## src/rtl/bitserial_addsub.sv

```systemverilog
// Bit-serial add/subtract unit: one full-adder/subtractor slice with a
// registered carry/borrow, processing N-bit operands LSB-first under start/done.
module bitserial_addsub #(
    parameter int N = 4
) (
    input  logic         clk,
    input  logic         rst,
    input  logic         start,
    input  logic         op,
    input  logic [N-1:0] d_in,
    input  logic [N-1:0] y_in,
    output logic         busy,
    output logic         done,
    output logic [N-1:0] x_out,
    output logic         cout
);

    localparam int CW = (N > 1) ? $clog2(N) : 1;
    localparam logic [CW-1:0] LAST = CW'(N - 1);

    typedef enum logic [1:0] {
        IDLE  = 2'd0,
        SHIFT = 2'd1,
        DONE  = 2'd2
    } state_t;

    state_t        state_q, state_d;
    logic [N-1:0]  a_q, a_d;
    logic [N-1:0]  b_q, b_d;
    logic [N-1:0]  r_q, r_d;
    logic [N-1:0]  x_q, x_d;
    logic [CW-1:0] cnt_q, cnt_d;
    logic          opr_q, opr_d;
    logic          c_q, c_d;
    logic          cout_q, cout_d;

    logic          sum_bit;
    logic          c_next;
    logic [N-1:0]  r_shifted;

    always_ff @(posedge clk or posedge rst) begin
        if (rst) begin
            state_q <= IDLE;
            a_q     <= '0;
            b_q     <= '0;
            r_q     <= '0;
            x_q     <= '0;
            cnt_q   <= '0;
            opr_q   <= 1'b0;
            c_q     <= 1'b0;
            cout_q  <= 1'b0;
        end else begin
            state_q <= state_d;
            a_q     <= a_d;
            b_q     <= b_d;
            r_q     <= r_d;
            x_q     <= x_d;
            cnt_q   <= cnt_d;
            opr_q   <= opr_d;
            c_q     <= c_d;
            cout_q  <= cout_d;
        end
    end

    // Carry for ADD, borrow for SUB; the sum/difference bit is the same XOR.
    always_comb begin
        sum_bit   = a_q[0] ^ b_q[0] ^ c_q;
        if (opr_q)
            c_next = (~a_q[0] & b_q[0]) | (c_q & ~(a_q[0] ^ b_q[0]));
        else
            c_next = (a_q[0] & b_q[0]) | (c_q & (a_q[0] ^ b_q[0]));
        r_shifted = {sum_bit, r_q[N-1:1]};
    end

    always_comb begin
        state_d = state_q;
        a_d     = a_q;
        b_d     = b_q;
        r_d     = r_q;
        x_d     = x_q;
        cnt_d   = cnt_q;
        opr_d   = opr_q;
        c_d     = c_q;
        cout_d  = cout_q;
        case (state_q)
            IDLE: begin
                if (start) begin
                    a_d     = d_in;
                    b_d     = y_in;
                    opr_d   = op;
                    c_d     = 1'b0;
                    cnt_d   = '0;
                    r_d     = '0;
                    state_d = SHIFT;
                end
            end
            SHIFT: begin
                a_d   = a_q >> 1;
                b_d   = b_q >> 1;
                r_d   = r_shifted;
                c_d   = c_next;
                cnt_d = cnt_q + CW'(1);
                if (cnt_q == LAST) begin
                    x_d     = r_shifted;
                    cout_d  = c_next;
                    state_d = DONE;
                end
            end
            DONE:    state_d = IDLE;
            default: state_d = IDLE;
        endcase
    end

    assign busy  = (state_q == SHIFT);
    assign done  = (state_q == DONE);
    assign x_out = x_q;
    assign cout  = cout_q;

endmodule

```

## config.mk

```make
export PLATFORM = sky130hd
export DESIGN_NAME = bitserial_addsub
export DESIGN_NICKNAME = d
export VERILOG_FILES = /design/src/rtl/bitserial_addsub.sv
export SDC_FILE = /design/constraint.sdc
export NUM_CORES = 1
export LEC_CHECK = 0
export BUFFER_PORTS_ARGS = -buffer_cell sky130_fd_sc_hd__clkbuf_2
export CAP_MARGIN = 20
export CORE_ASPECT_RATIO = 1.25
export CORE_MARGIN = 5
export CORE_UTILIZATION = 52
export DETAILED_ROUTE_END_ITERATION = 12
export PLACE_DENSITY = 0.81
export SYNTH_ARGS = -nofsm -noshare
export SYNTH_HDL_FRONTEND = slang
export SYNTH_SLANG_ARGS = --single-unit
```

## constraint.sdc

```tcl
create_clock -name clk -period 1.7 [get_ports clk]
set_clock_uncertainty 0.1 [all_clocks]
set_input_delay 0.17 -clock clk [delete_from_list [all_inputs] [get_ports clk]]
set_output_delay 0.17 -clock clk [all_outputs]
set_load 0.005 [all_outputs]
```

==> impl_metrics.toml <==
[placed_design]
placed_area_mm2 = 0.00108
hpwlAfterDp_mm = 1.38
gp_congestion = 0.821
place_ws_ns = 0.200
portBuffers = 18
placed_cells = 121

[logic_synthesis]
synth_area_leaders = "dfrtp_1 56%, o22ai_1 6.4%, o21ai_0 4.6%"
syn-num-nets = 101
synth_flop_cell = "dfrtp_1"
synth_cell_types = 24
synth-seq-cells = 22
syn-cell-area_um2 = 980
yosys_warnings = 0
synth_edf_count = 0
syn_inst = 86
avgSynthCellArea_um2 = 11.4
async_flop_share_pct = 100
ys_seq_area_share_pct = 56.2
yosys.area.top_type = "dfrtp_1"
synth_top_cell_area_share_pct = 56.2

[route]
drt_iter0_markers = 13
firstDrtPassIters = 4
vias_per_cell = 5.81
drc = 0
vias = 750
ant_nets = 0
wl_per_cell_um = 15.2
drt_wl_total_mm = 1.96

[sta]
fin_crit_sh_pct = 94.5
period_needed_ns = 1.61
setup_violations = 0
final-hold-violation-count = 0
layout_setup_ws_ns = 0.0927
rsz0062_at_grt = "false"
maxSlewViolCount = 0
fmax_mhz = 622
fin_setup_tns_ns = 0
worstMarginPinSlew_ns = 0.350
holdWs_ns = 0.0579
slew-limit-headroom_pct = 76.7

[critical_path]
path_cells = "or2b_4 > inv_2 > clkbuf_2"
cp-end-kind = "output port"
crit_type = "reg -> out"
arrival_ns = 1.34
reg2regPathDepth = 3
cp_slowest_cell = "dfrtp_2"
startpoint_type = "flip-flop"
cpLargestDelayFamily = "flip-flops"
worstPathRequired_ns = 1.43
crit_buf_inv = 2
crit_cells = 3
critPathMaxFanout = 11
slowest_delay_ns = 0.48

[global_routing]
antenna_found_initial = 0
grt_pass1_wl_mm = 3.48
grt_usage_pct = 15.5
grt_overflow = 0
grt_max_degree = 23
grt_pass1_vias = 768

[cells_and_area]
final_cells = 129
nets = 126
nFillCells = 151
diodes = 0
layout_common_cells = "21 x dfrtp_1, 18 x clkbuf_2, 10 x o22ai_1"
fin_area_mm2 = 0.00117
drive_gt1_share_pct = 30.9
final_common_cell = "dfrtp_1"
synthToLayoutAreaGrowth_pct = 19.9

[clocking]
cts_buffer_depth = 2
clk_latency_ns = 0.31
cts_setup_buffers = 0
clock_sinks = 22
htreeDepth = 1
tritoncts = "done"
clkSlewWorstSetupHoldPaths_ns = 0.12
cts_buffers = 3
root_buffer = "clkbuf_4"

[status]
outcome = "completed"

[floorplanning]
die_area_mm2 = 0.00286
rows = 17
fp.coreArea_mm2 = 0.00179
dieHeight_um = 58.5
initial_core_util_pct = 54.8
die_width_um = 48.8
ios = 19

[power]
total_leakage_power_nw = 0.570
ir_worst_vdd_mv = 1.02
p_per_area_mw_per_mm2 = 1870

[min_path]
whs_path_depth = 3
holdCritPathClass = "in -> reg"

[run]
maxCapViolations = 0
[layer usage]
| layer | wire length (um) | GRT usage, % | vias to the layer above | share of wire [%] |
|---|---|---|---|---|
| met5 | 0 | 0 | - | 0 |
| met4 | 42 | 8.08 | 0 | 2.1 |
| met3 | 103 | 2.28 | 6 | 5.2 |
| met2 | 1050 | 25.9 | 21 | 54 |
| met1 | 765 | 19.4 | 369 | 39 |
| li1 | - | - | 354 | - |
[worst reg2reg max path, cell delays in order (launching register included)]
cell and delay [ns]:
dfrtp_1 0.42, ha_1 0.22, nand3b_1 0.28, mux2_2 0.38
[cells in the mapped netlist, types with 2 or more instances]
cell      n
dfrtp_1  22
o22ai_1  10
o21ai_0   9
nand2_1   7
a21oi_1   6
inv_1     6
mux2_2    4
a22o_1    3
nor2_1    3
fa_1      2
[per-stage QoR]
step	utilization, %	power [mW]
after floorplan	-	1.55
after global placement	60.3	1.73
after detailed placement	60.3	1.78
after CTS	65.5	2.19
after global routing	65.8	2.39
final	65.8	2.19
[final cells by class]
type | instances | area (um^2) | share of cell area [%]
tap | 19 | 23.8 | 2.02
timing repair buffer | 23 | 138 | 11.7
clock inverter | 1 | 30.0 | 2.56
sequential | 22 | 552 | 47.0
clock buffer | 3 | 22.5 | 1.92
multi-input combinational | 54 | 383 | 32.6
inverter | 7 | 26.3 | 2.24
[power by group]
group | internal, mW | total [mW] | switching [mW]
Combinational | 0.398 | 0.810 | 0.412
Sequential | 0.765 | 0.987 | 0.222
Clock | 0.238 | 0.395 | 0.157
[registers in the layout, summed over array words and instances (netlist names)]
| name | flops |
|---|---|
| cout | 1 |
| b_q | 4 |
| c_q | 1 |
| x_out | 4 |
| a_q | 4 |
| state_q | 2 |
| r_q | 3 |
| cnt_q | 2 |
| opr_q | 1 |
[logic make-up (layout without fill, tap and decap cells)]
logic type	count (synthesis)	after routing	share of synthesized area, %
AND/OR/NAND/NOR	15	15	8.05
buffers and inverters	10	34	5.11
AO/OA/AOI/OAI	31	31	19.7
multiplexers	5	5	5.62
flip-flops	22	22	56.2
adder cells (fa/ha/maj)	3	3	5.36
[final timing paths]
kind	start	to	slack, ns
worst max-delay path	state_q[0]$_DFFE_PP0P_	busy	0.09
worst min register to register	r_q[1]$_DFFE_PP0P_	r_q[1]$_DFFE_PP0P_	0.41
worst min-delay path	d_in[0]	a_q[0]$_DFFE_PP0P_	0.06
worst max register to register	cnt_q[0]$_DFFE_PP0P_	x_out[0]$_DFFE_PP0P_	0.20
max in group asynchronous	rst	state_q[0]$_DFFE_PP0P_	0.95
min in group asynchronous	rst	x_out[2]$_DFFE_PP0P_	0.31
[repair_timing]
item,4_1_cts,5_1_grt
endpoints found under the hold margin,25,0
gates resized for setup,1,1
hold buffers,4,0
setup endpoints to repair,1,1
(Power assumes the default switching activity.)
